## config.mk

```make
export PLATFORM = sky130hd
export DESIGN_NAME = seven_segment_scan_mux
export DESIGN_NICKNAME = d
export VERILOG_FILES = /design/src/rtl/seven_segment_scan_mux.sv
export SDC_FILE = /design/constraint.sdc
export NUM_CORES = 1
export LEC_CHECK = 0
export CAP_MARGIN = 40
export CORE_MARGIN = 4
export CORE_UTILIZATION = 32
export CTS_BUF_LIST = sky130_fd_sc_hd__clkbuf_8
export DETAILED_ROUTE_END_ITERATION = 16
export MAX_ROUTING_LAYER = met4
export PLACE_DENSITY_LB_ADDON = 0.2
export SYNTH_ARGS = -nofsm -noshare
export SYNTH_HDL_FRONTEND = slang
export SYNTH_SLANG_ARGS = --single-unit
```

## constraint.sdc

```tcl
create_clock -name clk -period 2.5 [get_ports clk]
set_input_delay 0.375 -clock clk [delete_from_list [all_inputs] [get_ports clk]]
set_output_delay 0.375 -clock clk [all_outputs]
set_load 0.1 [all_outputs]
```

## src/rtl/seven_segment_scan_mux.sv

```systemverilog
// Time-multiplexed N-digit 7-segment driver with a one-cycle blank between digits.
// Optional feature macro: LEADING_ZERO_BLANK_EN (darkens leading zero digits).
module seven_segment_scan_mux #(
    parameter int N_DIGITS       = 4,
    parameter int CLK_DIV        = 50000,
    parameter bit SEG_ACTIVE_LOW = 1'b1,
    parameter bit SEL_ACTIVE_LOW = 1'b1
) (
    input  logic                    clk,
    input  logic                    RESET,
    input  logic [4*N_DIGITS-1:0]   Hex_in,
    input  logic [N_DIGITS-1:0]     Dp_in,
    input  logic [N_DIGITS-1:0]     Digit_en,
    output logic [7:0]              Seven_segment_out,
    output logic [N_DIGITS-1:0]     Seven_segment_sel,
    output logic                    Scan_tick
);
    localparam int IDX_W = (N_DIGITS > 1) ? $clog2(N_DIGITS) : 1;
    localparam int PRE_W = $clog2(CLK_DIV);
    localparam logic [IDX_W-1:0]    LAST_IDX = IDX_W'(N_DIGITS - 1);
    localparam logic [PRE_W-1:0]    LAST_PRE = PRE_W'(CLK_DIV - 1);
    localparam logic [7:0]          SEG_OFF  = {8{SEG_ACTIVE_LOW}};
    localparam logic [N_DIGITS-1:0] SEL_OFF  = {N_DIGITS{SEL_ACTIVE_LOW}};

    typedef enum logic {ST_BLANK = 1'b0, ST_DRIVE = 1'b1} state_t;

    state_t               state_reg, state_next;
    logic [IDX_W-1:0]     idx_reg, idx_next;
    logic [PRE_W-1:0]     presc_reg, presc_next;
    logic                 tick_reg;
    logic [7:0]           seg_reg, seg_next;
    logic [N_DIGITS-1:0]  sel_reg, sel_next;

    logic [3:0]           nibble [N_DIGITS];
    logic [N_DIGITS-1:0]  lz_dark;
    logic [N_DIGITS-1:0]  digit_on;
    logic [3:0]           nib_sel;
    logic                 dp_sel;
    logic                 on_sel;
    logic [N_DIGITS-1:0]  onehot;

    function automatic logic [6:0] hex_to_seg(input logic [3:0] nib);
        logic [6:0] seg;
        case (nib)
            4'h0:    seg = 7'h3F;
            4'h1:    seg = 7'h06;
            4'h2:    seg = 7'h5B;
            4'h3:    seg = 7'h4F;
            4'h4:    seg = 7'h66;
            4'h5:    seg = 7'h6D;
            4'h6:    seg = 7'h7D;
            4'h7:    seg = 7'h07;
            4'h8:    seg = 7'h7F;
            4'h9:    seg = 7'h6F;
            4'hA:    seg = 7'h77;
            4'hB:    seg = 7'h7C;
            4'hC:    seg = 7'h39;
            4'hD:    seg = 7'h5E;
            4'hE:    seg = 7'h79;
            default: seg = 7'h71;
        endcase
        return seg;
    endfunction

    genvar gi;
    generate
        for (gi = 0; gi < N_DIGITS; gi++) begin : g_digit
            assign nibble[gi] = Hex_in[4*gi +: 4];
`ifdef LEADING_ZERO_BLANK_EN
            // A digit is a leading zero when it and every more significant nibble are 0.
            if (gi == 0) begin : g_lsd
                assign lz_dark[gi] = 1'b0;
            end else begin : g_upper
                assign lz_dark[gi] = ~|Hex_in[4*N_DIGITS-1:4*gi];
            end
`else
            assign lz_dark[gi] = 1'b0;
`endif
            assign digit_on[gi] = Digit_en[gi] & ~lz_dark[gi];
        end
    endgenerate

    assign presc_next = (presc_reg == LAST_PRE) ? '0 : presc_reg + PRE_W'(1);

    always_ff @(posedge clk) begin
        if (RESET) begin
            presc_reg <= '0;
            tick_reg  <= 1'b0;
        end else begin
            presc_reg <= presc_next;
            tick_reg  <= (presc_next == LAST_PRE);
        end
    end

    always_ff @(posedge clk) begin
        if (RESET) begin
            state_reg <= ST_BLANK;
            idx_reg   <= LAST_IDX;
        end else begin
            state_reg <= state_next;
            idx_reg   <= idx_next;
        end
    end

    // The digit index advances on leaving BLANK, so reset's LAST_IDX makes digit 0 come first.
    always_comb begin
        state_next = state_reg;
        idx_next   = idx_reg;
        case (state_reg)
            ST_BLANK: begin
                state_next = ST_DRIVE;
                idx_next   = (idx_reg == LAST_IDX) ? '0 : idx_reg + IDX_W'(1);
            end
            ST_DRIVE: begin
                if (tick_reg) begin
                    state_next = ST_BLANK;
                end
            end
            default: state_next = ST_BLANK;
        endcase
    end

    // Outputs are computed from the upcoming state so the registered pins line up with it.
    always_comb begin
        seg_next = SEG_OFF;
        sel_next = SEL_OFF;
        nib_sel  = 4'h0;
        dp_sel   = 1'b0;
        on_sel   = 1'b0;
        onehot   = '0;
        for (int i = 0; i < N_DIGITS; i++) begin
            if (idx_next == IDX_W'(i)) begin
                nib_sel   = nibble[i];
                dp_sel    = Dp_in[i];
                on_sel    = digit_on[i];
                onehot[i] = 1'b1;
            end
        end
        if (state_next == ST_DRIVE && on_sel) begin
            seg_next = {dp_sel, hex_to_seg(nib_sel)} ^ SEG_OFF;
            sel_next = onehot ^ SEL_OFF;
        end
    end

    always_ff @(posedge clk) begin
        if (RESET) begin
            seg_reg <= SEG_OFF;
            sel_reg <= SEL_OFF;
        end else begin
            seg_reg <= seg_next;
            sel_reg <= sel_next;
        end
    end

    assign Seven_segment_out = seg_reg;
    assign Seven_segment_sel = sel_reg;
    assign Scan_tick         = tick_reg;

endmodule

```

==> key figures, run 1 <==
Outcome
  • Run status: completed

Finish
  • Non-filler instance count after layout: around 340
  • Final Net Count: 299
  • Antenna diodes: 0
  • Growth of design area from synthesis to finish: 29.6%
  • Fraction of layout instances using a drive strength above 1: about a quarter
  • Filler cell count: 626
  • Core Util, Final: between 40 and 50%
  • Max reg flops: 16
  • Storage cell area: about 640 um^2
  • Area of the multi-input gates: between 1000 and 1500 um^2
  • Post-Layout Inst Area: about 2700 um^2

Setup path
  • Top cell family by delay on the critical path: multiplexers
  • Slowest-stage cell, CP: mux4_2
  • Data required, critical path: 2.71 ns
  • Arrival @ worst endpoint: roughly 2.6 ns
  • Crit end category: register
  • Worst Setup Start Kind: register
  • Most common cell type on the critical path: inv_2
  • Reg-to-reg startpoint: idx_reg[0]
  • Worst-case reg-to-reg path depth: 11
  • Reg-to-reg critical path endpoint: Seven_segment_out[3]
  • Classification of the worst setup path: register to register
  • Worst R2R Setup Slack: between 0.1 and 0.15 ns
  • Buffers & Inverters on Critical Path: 2
  • Crit-path max cell delay: roughly 0.55 ns
  • Series of cell instances along the critical path: ha_2 -> or3_4 -> nand2_4 -> mux4_2 -> inv_2 -> ha_1 -> inv_2 -> nand2_1 -> mux2i_1 -> nor3_1 -> o21ai_1
  • Largest driver fanout on the critical path: 4

Worst hold path
  • WHS Path Cells: 1
  • Worst min path class: register to register
  • Endpoint of the worst hold path: presc_reg[0]
  • Origin of the worst min-delay path: presc_reg[0]

STA
  • Number of hold-slack violations in the final timing report: 0
  • Post-Route Setup TNS: 0 ns
  • Headroom to the max-slew limit: 67.0%
  • Minimum period implied by the final worst setup slack: 2.39 ns
  • Fin. max-slew vios: 0
  • Unrepaired setup endpoints after global routing: yes
  • Worst-margin pin slew: between 0.4 and 0.5 ns
  • Timing-limited maximum frequency: roughly 420 MHz
  • Final period util: between 90 and 100%
  • Clk_skew: 0.0115 ns
  • Final setup viols: 0

Power
  • Clock share of power: 30.3%
  • Leakage power total: ~1.0 nW
  • Overall power after layout: ~1.8 mW
  • Seq pwr share: 31.4%
  • Power density of the placed cells: a little under 700 nW/um^2
  • Relative contribution of combinational cells to total power: about two fifths
  • Switch share: 35.9%
  • Internal cell power: roughly 1.1 mW
  • Switching power: between 0.6 and 0.7 mW
  • VDD IR-drop max: approximately 0.39 mV

Clocking
  • Clock slew at reported path FFs: 0.07 ns
  • Root Buffer: clkbuf_8
  • Max Root-Sink Buffers: 2
  • Post-CTS repair timing setup buffer count: 0
  • Clock network latency to the later pin of the worst-skew pair: approximately 0.28 ns
  • TritonCTS clock tree: built
  • CTS buffer count: 5
  • Max H-tree Level: 2
  • Clock sink count: 32

Synth
  • Top FF cell, synth: dfxtp_1
  • Synth Register Bits: 32
  • Top cell type's share of synthesized area: 31.3%
  • Gate count of the mapped netlist: 221
  • Count of flip-flops with a built-in enable after synthesis: 0
  • Leading post-synthesis cells by instance count: 32 x dfxtp_1, 23 x nor2_1, 16 x nand2_1, 13 x nand3_1, 11 x xor2_1
  • Most frequently used cell type in the post-synthesis netlist: dfxtp_1
  • Number of warnings printed during yosys synthesis: 0
  • Mean instance size in the synthesized netlist: slightly above 9 um^2
  • Library cells used by synthesis: 56
  • Synthesized netlist net count: ~260
  • Ys async rst share: 0%
  • Post-synth top area cell: dfxtp_1
  • Leading post-synthesis cells by cell area: dfxtp_1 31%, ha_1 4.9%, xor2_1 4.7%, nor2_1 4.2%, mux2i_1 3.4%
  • Seq/Total Area, Yosys: 31.3%
  • Total standard cell area after synthesis: roughly 2000 um^2

Floorplan
  • Initial Util: 33.8%
  • Number of core rows: 28
  • Die width: slightly below 90 um
  • Standard cell core area: between 6000 and 7000 um^2
  • Number of top-level pins: 39
  • Y dimension of the die: 88.0 um
  • DIE AREA: between 7000 and 8000 um^2

Global route
  • Pin count of the biggest net entering global routing: 16
  • Antenna violations before repair: 0
  • GRT Total Usage: a little over an eighth
  • GRT overflow: 0
  • Via count of the first global-routing pass: roughly 1.7k
  • First-pass GRT wire length: approximately 8000 um

Drt
  • ANT nets after route: 0
  • Overall via count from detail_route: around 1.7k
  • Count of unresolved DRC violations after routing: 0
  • Post-DR vias/cell: roughly 5.1
  • Mean routed wirelength per cell: ~14 um
  • Drt first-iter violations: 50
  • Wire length reported by the detailed router: between 4000 and 5000 um
  • 1st-pass router iterations: 4

Place
  • Area post-placement: 2510 um^2
  • PortBufs: 38
  • Detailed-placement wirelength estimate: about 3700 um
  • # placed instances: around 330
  • Routability congestion estimate: slightly below 0.8

Flow run
  • Number of maximum-capacitance constraint violations: 0
[cells by family (layout without fill, tap and decap cells)]
logic type | after synthesis | in the layout | share of synthesized area [%]
simple gates | 93 | 93 | 24.6
compound gates | 37 | 37 | 16.4
flops | 32 | 32 | 31.3
mux | 18 | 18 | 12.2
buf+inv | 18 | 63 | 4.28
xor+xnor | 15 | 15 | 6.41
fa+ha+maj | 8 | 8 | 4.89
[what timing repair did]
action,CTS,global route
hold buffers,0,0
gates resized for setup,1,5
endpoints found under the setup margin,1,2
pin swaps,0,2
[power groups by stage]
stage | sequential (mW) | clock (mW) | combinational, mW
6_report | 0.560 | 0.541 | 0.685
5_1_grt | 0.564 | 0.588 | 0.733
4_1_cts | 0.560 | 0.566 | 0.686
3_5_place_dp | 0.572 | 0 | 0.683
3_3_place_gp | 0.572 | 0 | 0.680
2_1_floorplan | 0.775 | 0 | 0.311
[how the worst max path moves through the flow]
stage | slack, ns | endpoint | startpoint | depth (start not counted)
global route | 0.0001 | Seven_segment_out[3] | idx_reg[0] | 11
detailed placement | 0.0002 | Seven_segment_out[3] | idx_reg[0] | 11
finish | 0.11 | Seven_segment_out[3] | idx_reg[0] | 11
global placement | 0.08 | Seven_segment_out[0] | idx_reg[0] | 9
floorplan | 0.02 | Seven_segment_out[0] | idx_reg[0] | 9
CTS | 0.03 | Seven_segment_out[0] | idx_reg[0] | 9
[cell type report]
class                           count  area share (%)
Inverter                            6           0.848
Clock inverter                      1            1.13
Sequential cell                    32            24.2
Clock buffer                        7            3.63
Tap cell                           75            3.53
Multi-Input combinational cell    171            50.5
Timing Repair Buffer               49            16.2
[stage by stage]
stage          setup slack (ns)  hold slack, ns
2_1_floorplan            0.0167           0.441
3_3_place_gp             0.0798           0.462
3_5_place_dp           0.000240           0.477
4_1_cts                  0.0322           0.492
5_1_grt                0.000105           0.528
6_report                  0.108           0.485
[layout by cell type (no fill, tap or decap), types with 4 or more instances in the layout]
master / instances
ha_1: 5
clkdlybuf4s50_1: 25
nand2_1: 15
nor4_1: 4
nor2b_1: 6
dfxtp_1: 31
clkbuf_8: 7
xnor2_1: 4
nor2_1: 23
nand4_1: 4
nand3_1: 13
a21oi_1: 9
xor2_1: 11
inv_1: 4
buf_4: 24
mux2i_1: 7
mux2_2: 4
nor3_1: 6
[layer usage]
layer | vias to the layer above | GRT usage (%) | part of all wire (%)
met3 | 4 | 3.67 | 4.8
met5 | - | - | 0
met4 | 0 | 4.18 | 0.94
met2 | 34 | 23.7 | 52
li1 | 889 | - | -
met1 | 819 | 15.0 | 43
Power figures use the tool's default switching activity.
==> inputs of run 2 (changes only) <==
--- a/config.mk
+++ b/config.mk
@@ -9,6 +9,7 @@
 export CORE_MARGIN = 4
 export CORE_UTILIZATION = 32
 export CTS_BUF_LIST = sky130_fd_sc_hd__clkbuf_8
+export CTS_CLUSTER_DIAMETER = 80
 export DETAILED_ROUTE_END_ITERATION = 16
 export MAX_ROUTING_LAYER = met4
 export PLACE_DENSITY_LB_ADDON = 0.2
==> results of run 2 <==
Final layout, timing and power as in run 1 (identical DEF).
==> inputs of run 3 (changes only) <==
--- a/config.mk
+++ b/config.mk
@@ -7,7 +7,7 @@
 export LEC_CHECK = 0
 export CAP_MARGIN = 40
 export CORE_MARGIN = 4
-export CORE_UTILIZATION = 32
+export CORE_UTILIZATION = 49
 export CTS_BUF_LIST = sky130_fd_sc_hd__clkbuf_8
 export CTS_CLUSTER_DIAMETER = 80
 export DETAILED_ROUTE_END_ITERATION = 16
@@ -16,3 +16,4 @@
 export SYNTH_ARGS = -nofsm -noshare
 export SYNTH_HDL_FRONTEND = slang
 export SYNTH_SLANG_ARGS = --single-unit
+export TNS_END_PERCENT = 20
==> run 3 against run 2 <==
Net effect: combinational power rose by 2%; flip-flop and latch count unchanged; die area fell by 32%; clock power decreased by 25%.
==> key figures, run 3 (synthesis results as in run 1) <==
Finish
  • Most frequent cells in the layout: 31 x dfxtp_1, 25 x clkdlybuf4s50_1, 24 x buf_4, 23 x nor2_1, 15 x nand2_1
  • Fraction of layout instances using a drive strength above 1: 23.3% (-0.75 points)
  • Max reg flops: 16 (unchanged)
  • Most frequent standard cell in the layout excluding fill and tap cells: dfxtp_1
  • Growth of design area from synthesis to finish: 27.4%
  • Final Net Count: 299 (unchanged)
  • Storage cell area: 642 um^2 (unchanged)
  • Post-Layout Inst Area: 2610 um^2 (-1.7%)
  • Non-filler instance count after layout: 316 (-7.3%)
  • Area of the multi-input gates: 1360 um^2 (+1.5%)
  • Antenna diodes: 0 (unchanged)
  • Filler cell count: 343 (-45%)

Power
  • Internal cell power: 1.02 mW (-11%)
  • Switching power: 0.650 mW (+1.4%)
  • Switch share: 39.0% (+3.1 points)
  • Leakage power total: 1.00 nW (-0.76%)
  • Clock share of power: 24.5% (-5.8 points)
  • Power density of the placed cells: 638 nW/um^2 (-5.1%)
  • VDD IR-drop max: 0.337 mV (-13%)
  • Relative contribution of combinational cells to total power: 41.8% (+3.4 points)
  • Seq pwr share: 33.7% (+2.3 points)

Clocking
  • Clock sink count: 32 (unchanged)
  • Max H-tree Level: 2 (unchanged)
  • Clock network latency to the later pin of the worst-skew pair: 0.29 ns (about the same)
  • Root Buffer: clkbuf_8
  • CTS buffer count: 5 (unchanged)
  • Hold-fix buffers at CTS: 0 (unchanged)
  • Max Root-Sink Buffers: 2 (unchanged)
  • TritonCTS clock tree: built
  • Clock slew at reported path FFs: 0.07 ns (about the same)

Floorplan
  • Initial Util: 50.8% (+17 points)
  • Number of top-level pins: 39 (unchanged)
  • Y dimension of the die: 72.7 um (-17%)
  • DIE AREA: 5280 um^2 (-32%)
  • Number of core rows: 23 (-18%)
  • Standard cell core area: 4030 um^2 (-34%)
  • Die width: 72.7 um (-17%)

STA
  • Final setup viols: 0 (unchanged)
  • Timing-limited maximum frequency: 421 MHz (+0.75%)
  • Minimum period implied by the final worst setup slack: 2.37 ns (-0.0178 ns)
  • Post-Route Setup TNS: 0 ns (unchanged)
  • Number of hold-slack violations in the final timing report: 0 (unchanged)
  • Hold WS: 0.474 ns (-0.0104 ns)
  • Final period util: 95.0% (-0.71 points)
  • Worst-margin pin slew: 0.500 ns (+0.0122 ns)
  • Fin. max-slew vios: 0 (unchanged)
  • Headroom to the max-slew limit: 66.2% (-0.82 points)
  • Clk_skew: 0.00818 ns (-0.00331 ns)

Drt
  • Wire length reported by the detailed router: 4530 um (-4.8%)
  • Count of unresolved DRC violations after routing: 0 (unchanged)
  • ANT nets after route: 0 (unchanged)
  • Post-DR vias/cell: 5.55 (+8.3%)
  • Overall via count from detail_route: 1,753 (+0.40%)
  • Drt first-iter violations: 82 (+64%)
  • Mean routed wirelength per cell: 14.3 um (+2.7%)
  • 1st-pass router iterations: 4 (unchanged)

Setup path
  • Series of cell instances along the critical path: ha_2 -> or3_4 -> nand2_4 -> mux4_2 -> ha_1 -> nand2_1 -> mux2i_1 -> nor3_1 -> o21ai_1
  • Worst R2R Setup Slack: 0.13 ns (+0.02 ns)
  • Crit-path max cell delay: 0.58 ns (+0.03 ns)
  • Top cell family by delay on the critical path: simple AND/OR/NAND/NOR gates
  • Arrival @ worst endpoint: 2.54 ns (-0.07 ns)
  • Buffers & Inverters on Critical Path: 0 (-2)
  • Data required, critical path: 2.66 ns (-0.05 ns)
  • Largest driver fanout on the critical path: 5 (+1)
  • Reg-to-reg startpoint: idx_reg[0]
  • CP startpoint: idx_reg[0]
  • Worst Setup Start Kind: register
  • Classification of the worst setup path: register to register
  • Slowest-stage cell, CP: mux4_2
  • Crit end category: register

Global route
  • Via count of the first global-routing pass: 1,686 (-1.9%)
  • GRT overflow: 0 (unchanged)
  • Pin count of the biggest net entering global routing: 16 (unchanged)
  • First-pass GRT wire length: 7530 um (-5.5%)
  • Antenna violations before repair: 0 (unchanged)
  • Met1 track demand over resource in global routing: 19.2% (+4.2 points)
  • GRT Total Usage: 19.1% (+5.5 points)
  • M2 GR Usage: 33.9% (+10 points)
  • Most used routing layer: met2
  • GRT met3 Usage: 5.23% (+1.6 points)

Worst hold path
  • Worst min path class: register to register
  • Origin of the worst min-delay path: presc_reg[0]

Place
  • # placed instances: 307 (-7.8%)
  • Detailed-placement wirelength estimate: 3420 um (-6.8%)
  • Routability congestion estimate: 0.803 (+4.3%)
  • PortBufs: 38 (unchanged)
  • Area post-placement: 2470 um^2 (-1.5%)

Flow run
  • Number of maximum-capacitance constraint violations: 0 (unchanged)

Outcome
  • Run status: completed
-- run 3: cell count changes in the layout (fill, tap and decap cells not counted), sizes merged --
cell,delta
inv,+2
bufinv,-1
clkbuf,-1
-- run 3: area by class of cell --
| cell class | count | area share [%] |
|---|---|---|
| Multi-Input combinational cell | 171 | 52.1 |
| Sequential cell | 32 | 24.6 |
| Timing Repair Buffer | 49 | 16.5 |
| Clock buffer | 6 | 3.16 |
| Tap cell | 50 | 2.40 |
| Inverter | 6 | 0.959 |
| Clock inverter | 2 | 0.288 |
-- run 3: final timing paths --
| kind | cells past startpoint | end |
|---|---|---|
| max | 9 | Seven_segment_out[3] |
| min | 1 | presc_reg[0] |
| max reg2reg | 9 | Seven_segment_out[3] |
| min reg2reg | 1 | presc_reg[0] |
-- run 3: power groups by stage --
stage	logic (mW)	clock network [mW]	registers, mW
after global placement	0.669	0	0.571
after floorplan	0.311	0	0.775
after global routing	0.744	0.446	0.565
after detailed placement	0.672	0	0.573
final	0.697	0.408	0.562
after CTS	0.678	0.427	0.562
-- run 3: layer usage --
| metal | vias up | part of all wire, % | wire, um |
|---|---|---|---|
| li1 | 893 | - | - |
| met1 | 820 | 39 | 1780 |
| met2 | 33 | 55 | 2470 |
| met3 | 7 | 4.3 | 197 |
| met4 | 0 | 1.8 | 80 |
| met5 | - | 0 | 0 |
-- run 3: repair_timing --
| item | in CTS | in global routing |
|---|---|---|
| gates resized for setup | 0 | 8 |
| setup endpoints to repair | 2 | 2 |
| buffers inserted | 1 | 0 |
| pin swaps | 0 | 3 |
-- run 3: per-stage QoR --
stage                     setup slack, ns  total power, mW  util [%]
final                               0.125             1.67      64.8
after global routing             -0.00574             1.76      64.8
after CTS                          0.0131             1.67      63.9
after detailed placement           0.0114             1.24      61.4
after global placement             0.0848             1.24      61.4
after floorplan                    0.0167             1.09         -
